==> config.mk <==
export PLATFORM = sky130hd
export DESIGN_NAME = data_ram_copier
export DESIGN_NICKNAME = d
export VERILOG_FILES = /design/src/rtl/data_ram_copier.sv
export SDC_FILE = /design/constraint.sdc
export NUM_CORES = 1
export LEC_CHECK = 0
export ABC_CLOCK_PERIOD_IN_PS = 4500
export CAP_MARGIN = 20
export CORE_AREA = 2 2 94 96
export DETAILED_ROUTE_END_ITERATION = 8
export DIE_AREA = 0 0 96 98
export PLACE_DENSITY = 0.82
export SYNTH_ARGS = -nofsm -noshare
export SYNTH_HDL_FRONTEND = slang
export SYNTH_SLANG_ARGS = --single-unit
==> constraint.sdc <==
create_clock -name clock -period 4.5 [get_ports clock]
set_input_delay 0.9 -clock clock [delete_from_list [all_inputs] [get_ports clock]]
set_output_delay 0.9 -clock clock [all_outputs]
set_load 0.005 [all_outputs]
==> src/rtl/data_ram_copier.sv <==
// Word-by-word RAM copy engine: READ latches one source word, WRITE stores it at the destination.
// Optional fill mode (writes a constant, no reads) is enabled with `define DATA_RAM_COPIER_FILL_EN.
module data_ram_copier #(
  parameter int ADDR_WIDTH = 10,
  parameter int DATA_WIDTH = 32
) (
  input  logic                  clock,
  input  logic                  reset,
  input  logic                  start,
  input  logic [ADDR_WIDTH-1:0] srcAddress,
  input  logic [ADDR_WIDTH-1:0] dstAddress,
  input  logic [ADDR_WIDTH-1:0] length,
`ifdef DATA_RAM_COPIER_FILL_EN
  input  logic                  fillMode,
  input  logic [DATA_WIDTH-1:0] fillValue,
`endif
  input  logic [DATA_WIDTH-1:0] dataRAMOutput,
  output logic                  busy,
  output logic                  done,
  output logic [ADDR_WIDTH-1:0] address,
  output logic                  writeEnable,
  output logic [DATA_WIDTH-1:0] dataC
);

  typedef enum logic [1:0] {IDLE, READ, WRITE, DONE} state_e;

  state_e                state_q, state_d;
  logic [ADDR_WIDTH-1:0] index_q, index_d;
  logic [ADDR_WIDTH-1:0] src_q, src_d;
  logic [ADDR_WIDTH-1:0] dst_q, dst_d;
  logic [ADDR_WIDTH-1:0] len_q, len_d;
  logic [DATA_WIDTH-1:0] hold_q, hold_d;
  logic                  fill_q, fill_d;
  logic [DATA_WIDTH-1:0] fill_value_q, fill_value_d;
  logic                  fill_in;
  logic [DATA_WIDTH-1:0] fill_value_in;
  logic [ADDR_WIDTH-1:0] index_inc;

`ifdef DATA_RAM_COPIER_FILL_EN
  assign fill_in       = fillMode;
  assign fill_value_in = fillValue;
`else
  assign fill_in       = 1'b0;
  assign fill_value_in = '0;
`endif

  assign index_inc = index_q + ADDR_WIDTH'(1);

  // NOTE: every output and next-state signal gets a default before the case, so no latches are inferred.
  always_comb begin
    state_d      = state_q;
    index_d      = index_q;
    src_d        = src_q;
    dst_d        = dst_q;
    len_d        = len_q;
    hold_d       = hold_q;
    fill_d       = fill_q;
    fill_value_d = fill_value_q;
    busy         = 1'b0;
    done         = 1'b0;
    address      = '0;
    writeEnable  = 1'b0;
    dataC        = '0;
    unique case (state_q)
      IDLE: begin
        if (start) begin
          src_d        = srcAddress;
          dst_d        = dstAddress;
          len_d        = length;
          fill_d       = fill_in;
          fill_value_d = fill_value_in;
          index_d      = '0;
          if (length == '0)  state_d = DONE;
          else if (fill_in)  state_d = WRITE;
          else               state_d = READ;
        end
      end
      READ: begin
        busy    = 1'b1;
        address = src_q + index_q;
        hold_d  = dataRAMOutput;
        state_d = WRITE;
      end
      WRITE: begin
        busy        = 1'b1;
        address     = dst_q + index_q;
        writeEnable = 1'b1;
        dataC       = fill_q ? fill_value_q : hold_q;
        index_d     = index_inc;
        if (index_inc == len_q) state_d = DONE;
        else if (fill_q)        state_d = WRITE;
        else                    state_d = READ;
      end
      DONE: begin
        done    = 1'b1;
        state_d = IDLE;
      end
      default: state_d = IDLE;
    endcase
  end

  // NOTE: sequential state uses non-blocking assignments so all registers update together at the edge.
  always_ff @(posedge clock or posedge reset) begin
    if (reset) begin
      state_q      <= IDLE;
      index_q      <= '0;
      src_q        <= '0;
      dst_q        <= '0;
      len_q        <= '0;
      hold_q       <= '0;
      fill_q       <= 1'b0;
      fill_value_q <= '0;
    end else begin
      state_q      <= state_d;
      index_q      <= index_d;
      src_q        <= src_d;
      dst_q        <= dst_d;
      len_q        <= len_d;
      hold_q       <= hold_d;
      fill_q       <= fill_d;
      fill_value_q <= fill_value_d;
    end
  end

endmodule
==> run metrics <==
final setup margin 153 ps; crit path buf inv count 3; Crit. End Element primary output; WP data required 3600 ps; Mapped Avg Cell Area 11.6 um2; DR vias 3130; largest net degree at the start of global routing 47; via density per instance 5.51; CTS tree built; clock sinks 74; die height 98 um; critical setup path kind reg -> out; final setup TNS 0 ps; relative slew slack 0.402; synthesized instance count 349; Highest Signal Layer met4; drt total wl 9.28 mm; clock buffer count from CTS 9; post-synth cell types 48; total core area 8470 um2; fin nets 535; yosys warns 0; Fin. Hold Viols 0; number of flops mapped to enable cells by yosys 0; critical path cell sequence inv_1 > ha_2 > buf_6 > mux2_2 > ha_1 > o2111a_1 > nor2b_1 > a211o_1 > o21ai_1 > nor3b_1 > clkdlybuf4s50_1; worst vdd ir 318 uV; die area 9410 um2; max-capacitance violation count 0; Critical R2R Launch state_q[1]; fin util 0.644; Main synth FF type dfrtp_1; htree depth 3; Worst path top cell family by delay buffers and inverters; Peak Freq 230 MHz; ys async rst share 1.00; initial antenna violation count 0; delay of the slowest critical-path stage 530 ps; worst-path fanout max 9; GPL Wtd Cong 0.848; Slowest-stage cell, CP clkdlybuf4s50_1; # setup viols final 0; remaining antenna violation count after routing 0; net count after synthesis 429; Ports 110; Met2 Wirelength 4.36 mm; die width 96 um; clk_lat worst skew 340 ps; initial DRC count 96; layout cells sized above 1 0.217; RSZ-0062 raised after global routing false; Leak 2.30 nW; Least-Margin Pin Slew 896 ps; Reg2Reg Depth 8; CTS Hold Bufs 0; pre-CTS setup slack 420 ps; root buf cell clkbuf_8; grt total ovfl 0; PortBufs 109; DP HPWL 6.80 mm; FP Rows 34; drt drc 0; Mapped Area 4030 um2; worst path arrival time 3450 ps; Reg2Reg Capture Point state_q[1]; hold_sp hold_q[6]; starting density of the core 0.476; Total GRT Usage 0.205; post-synthesis sequential area ratio 0.459; WHS Endpoint hold_q[6]; Startpoint Class flip-flop; clock transition at the registers of the reported paths 80 ps; Tot Pwr 3.62 mW; # diodes 0; Tmin final 4350 ps; R2R setup slack 2260 ps; Syn-to-layout area delta 35.1%; period utilization 0.966; first-pass GRT wire length 14.9 mm; status finished clean; Avg WL per Cell 16.3 um; clk_skew 6.02 ps; vias in the first global route 3236; number of cells on the worst hold path 1; Post-Route M1 WL 3.78 mm; register bit total from synthesis 74; Hold/Removal Path Class reg -> reg; Pins Over Slew Limit 0; Cell Pwr Density 664 nW/um2; metal3 WL 908 um; Clock Path Buffers 2; First-pass DRT Iterations 4
-- how the worst max path moves through the flow --
| stage | end | startpoint | cells past startpoint | slack [ps] |
|---|---|---|---|---|
| 6_report | address[9] | state_q[0] | 11 | 150 |
| 2_1_floorplan | address[6] | state_q[0] | 12 | 480 |
| 4_1_cts | address[6] | state_q[0] | 11 | 8 |
| 3_3_place_gp | address[6] | state_q[0] | 11 | 480 |
| 5_1_grt | address[6] | state_q[0] | 11 | 3 |
| 3_5_place_dp | address[6] | state_q[0] | 11 | 420 |
-- synthesized netlist by cell type (all sizes together) (2+ instances only) --
library cell | n | area, um2
ha | 14 | 175
xor2 | 5 | 43.8
nand2b | 4 | 25.0
a22o | 8 | 70.1
buf | 8 | 38.8
mux2i | 3 | 30.0
nand3 | 7 | 35.0
a21oi | 8 | 40.0
or4 | 4 | 31.3
nand2 | 11 | 41.3
dfrtp | 74 | 1850
nor3 | 4 | 20.0
a21o | 5 | 37.5
or2 | 2 | 12.5
clkbuf | 12 | 45.0
nor2b | 3 | 18.8
mux2 | 72 | 811
inv | 6 | 22.5
o21bai | 2 | 15.0
xnor2 | 17 | 149
or3 | 2 | 12.5
and2 | 34 | 213
o21ai | 14 | 73.8
nor2 | 10 | 37.5
nand4 | 3 | 25.0
-- layout by cell type (no fill, tap or decap), drive strengths merged, types with 2 or more instances in the layout --
cell,Yosys,routed
a21oi,8,8
nand3,7,7
and2,34,34
xor2,5,5
bufinv,0,2
dfrtp,74,74
clkdlybuf4s50,0,109
nor2b,3,3
or4,4,4
nor3,4,4
clkinv,0,2
nand2b,4,4
or3,2,2
a21o,5,5
nor2,10,10
buf,8,6
inv,6,7
o21bai,2,2
clkbuf,12,10
o21ai,14,14
or2,2,2
mux2i,3,3
ha,14,14
nand2,11,11
nand4,3,3
mux2,72,72
a22o,8,8
xnor2,17,17
-- flip-flops by register name, summed over array words and instances, names as in the netlist --
signal   cells
hold_q      32
dst_q       10
index_q     10
len_q       10
src_q       10
state_q      2
-- power by group --
group	internal [mW]	leakage, nW	switching (mW)
registers	0.977	0.889	0.187
logic	1.11	1.30	0.779
clock network	0.314	0.107	0.250
-- through the flow --
stage / hold WS, ps / std cells / area (um2)
after CTS: 506 / 567 / 5430
final: 501 / 568 / 5450
after global placement: 481 / 551 / 5210
after floorplan: 472 / 349 / 4030
after detailed placement: 487 / 551 / 5210
after global routing: 516 / 568 / 5450
-- layer usage --
layer,GRT usage,vias up
met5,0,-
li1,-,1450
met2,0.325,132
met1,0.242,1526
met3,0.0833,22
met4,0.0934,0
-- logic make-up (layout without fill, tap and decap cells) --
kind of cell / Yosys count / after routing / synth area share
buf+inv: 26 / 137 / 0.0264
fa+ha+maj: 15 / 15 / 0.0484
simple gates: 89 / 89 / 0.127
compound gates: 48 / 48 / 0.0832
flops: 74 / 74 / 0.459
mux: 75 / 75 / 0.209
xor+xnor: 22 / 22 / 0.0478
-- area by class of cell --
| class | instances | area (um2) |
|---|---|---|
| clock buffer | 10 | 128 |
| sequential | 74 | 1850 |
| inverter | 6 | 22.5 |
| fill | 658 | 3020 |
| timing repair buffer | 115 | 1140 |
| multi-input combinational | 249 | 2080 |
| clock inverter | 6 | 90.1 |
| tap | 108 | 135 |
-- repair_timing --
| action | in CTS | in global routing |
|---|---|---|
| resized for setup | 0 | 5 |
| setup buffers | 0 | 1 |
| setup endpoints to repair | 0 | 4 |
No activity file was read; power rests on OpenSTA's default activity.
==> RTL edit (same flow settings) <==
Register the inputs `start`, `srcAddress`, `dstAddress`, `length` and `dataRAMOutput` before use, without a reset. The logic sees them one clock later.
--- a/src/rtl/data_ram_copier.sv
+++ b/src/rtl/data_ram_copier.sv
@@ -23,6 +23,20 @@
 );
 
   typedef enum logic [1:0] {IDLE, READ, WRITE, DONE} state_e;
+
+  logic start_q;
+  logic [ADDR_WIDTH-1:0] srcAddress_q;
+  logic [ADDR_WIDTH-1:0] dstAddress_q;
+  logic [ADDR_WIDTH-1:0] length_q;
+  logic [DATA_WIDTH-1:0] dataRAMOutput_q;
+
+  always_ff @(posedge clock) begin
+    start_q         <= start;
+    srcAddress_q    <= srcAddress;
+    dstAddress_q    <= dstAddress;
+    length_q        <= length;
+    dataRAMOutput_q <= dataRAMOutput;
+  end
 
   state_e                state_q, state_d;
   logic [ADDR_WIDTH-1:0] index_q, index_d;
@@ -63,14 +77,14 @@
     dataC        = '0;
     unique case (state_q)
       IDLE: begin
-        if (start) begin
-          src_d        = srcAddress;
-          dst_d        = dstAddress;
-          len_d        = length;
+        if (start_q) begin
+          src_d        = srcAddress_q;
+          dst_d        = dstAddress_q;
+          len_d        = length_q;
           fill_d       = fill_in;
           fill_value_d = fill_value_in;
           index_d      = '0;
-          if (length == '0)  state_d = DONE;
+          if (length_q == '0)  state_d = DONE;
           else if (fill_in)  state_d = WRITE;
           else               state_d = READ;
         end
@@ -78,7 +92,7 @@
       READ: begin
         busy    = 1'b1;
         address = src_q + index_q;
-        hold_d  = dataRAMOutput;
+        hold_d  = dataRAMOutput_q;
         state_d = WRITE;
       end
       WRITE: begin
Function: changed (Yosys sat finds a counterexample within 4 cycles, from zero or initial values and one cycle with reset high).
==> RTL edit against the original RTL <==
  * Core utilization up 20 points
  * Routed wire length up 25%
  * Count of clock-buffer cells in the layout up 7
  * Worst setup slack worse by 0.041 ns
  * Total power up 38%
  * Sequential cell count up 63
  * Cell area up 31%
  * Synthesized area up 32%
  * Largest cell class is now registers
==> RTL edit: results (changes against the original RTL) <==
Status - finished clean
TritonCTS Buffers - 17 (+8)
GR Util All Layers - 0.2667 (+0.06135)
Wire length on met3 - 872 um (-4.0%)
Initial DRC Count - 136 (+42%)
Vias per cell - 5.397 (-2.1%)
Commonest cells in the netlist - dfrtp_1, dfxtp_1, mux2_2
Placed wire-length estimate - 7616 um (+12%)
CP max FO - 7 (-2)
Leak - 3.027 nW (+32%)
Clk Latency, worst-skew pair - 0.52 ns (+0.18 ns)
Final non-filler cell total - 657 (+16%)
Drt first pass iters - 5 (+1)
H-Tree Level Count - 4 (+1)
Largest net degree at the start of global routing - 63 (+34%)
Post-synthesis sequential area ratio - 0.5855 (+0.1264)
First-pass GRT wire length - 18840 um (+26%)
Final setup margin - 0.1114 ns (-0.04134 ns)
Main area contributors after synthesis - dfrtp_1, dfxtp_1, mux2_2, and2_1, ha_1
Metal1 wirelength - 4718 um (+25%)
Peak supply drop - 412.2 uV (+30%)
Synth async-reset ratio - 0.5401 (-0.4599)
Hold slack - 0.4430 ns (-0.05803 ns)
Routability cong. - 0.9368 (+10%)
Clock-pin slew on the worst setup and hold paths - 0.06 ns (-0.02 ns)
Setup slack, reg-to-reg - 2.33 ns (+0.07 ns)
Placed Cells - 619 (+12%)
Pre-CTS setup slack - 0.2655 ns (-0.1542 ns)
RTL edit: changes by cell type after synthesis, sizes merged, moves of 4 or more:
| cell | delta |
|---|---|
| dfxtp | +63 |
| a22o | -6 |
| clkbuf | -6 |
| buf | +5 |
| nand2 | +5 |
| nor3 | +5 |
| and3 | +4 |
| mux2i | +4 |
RTL edit: cell type report:
type / instances / share of cell area
well taps: 108 / 0.01890
clock buffers: 17 / 0.05792
multi-input cells: 250 / 0.2980
repair buffers: 121 / 0.1654
inverters: 9 / 0.004724
clock inverters: 15 / 0.01977
flip-flops and latches: 137 / 0.4353
RTL edit: worst max-delay path, cell delays in order, from the launching register on:
cell             delay [ns]
dfrtp_1                0.41
inv_2                  0.11
ha_4                   0.18
buf_6                  0.15
mux2_2                 0.36
ha_4                   0.25
a21oi_2                0.16
o21bai_1               0.12
a221o_1                0.33
a31oi_2                0.18
mux2i_1                0.21
clkdlybuf4s50_1        0.52
RTL edit: logic make-up (layout without fill, tap and decap cells):
kind of cell / Yosys count / in the layout / synth area share
AOI/OAI and AO/OA: 42 / 42 / 0.05154
xor gates and xnor gates: 19 / 19 / 0.03130
adders and majority gates: 15 / 15 / 0.03672
buffers and inverters: 28 / 162 / 0.02495
DFF: 137 / 137 / 0.5856
muxes: 78 / 78 / 0.1636
and+or+nand+nor: 96 / 96 / 0.1064
RTL edit: per-layer routing:
| layer | up-vias | GRT usage |
|---|---|---|
| met5 | - | 0 |
| li1 | 1670 | - |
| met2 | 144 | 0.4204 |
| met3 | 26 | 0.09028 |
| met4 | 0 | 0.1132 |
| met1 | 1706 | 0.3337 |
RTL edit: path summary, 6_finish.rpt:
check | start | to | cells past startpoint
max in group asynchronous | reset | index_q[0] | 3
max reg2reg | state_q[1] | src_q[7] | 5
min reg2reg | dstAddress_q[4] | dst_q[4] | 1
min | dstAddress_q[4] | dst_q[4] | 1
max | state_q[0] | address[9] | 11
min in group asynchronous | reset | hold_q[10] | 2
RTL edit: where the power goes:
group	switching, W	total (W)	internal, W
clock	0.000548	0.00129	0.000741
combinational	0.000823	0.00193	0.00111
sequential	0.000209	0.00178	0.00157
total	0.00158	0.00499	0.00341
RTL edit: per-stage QoR:
stage,cell area (um2),util
final,7151,0.8447
after global routing,7151,0.8447
after CTS,7091,0.8376
after detailed placement,6489,0.7665
after global placement,6489,0.7665
after floorplan,5316,-
RTL edit: repair_timing:
item,in CTS,in global routing
buffers inserted,1,5
endpoints found under the setup margin,3,1
gates resized for setup,10,3
pin swaps,1,1
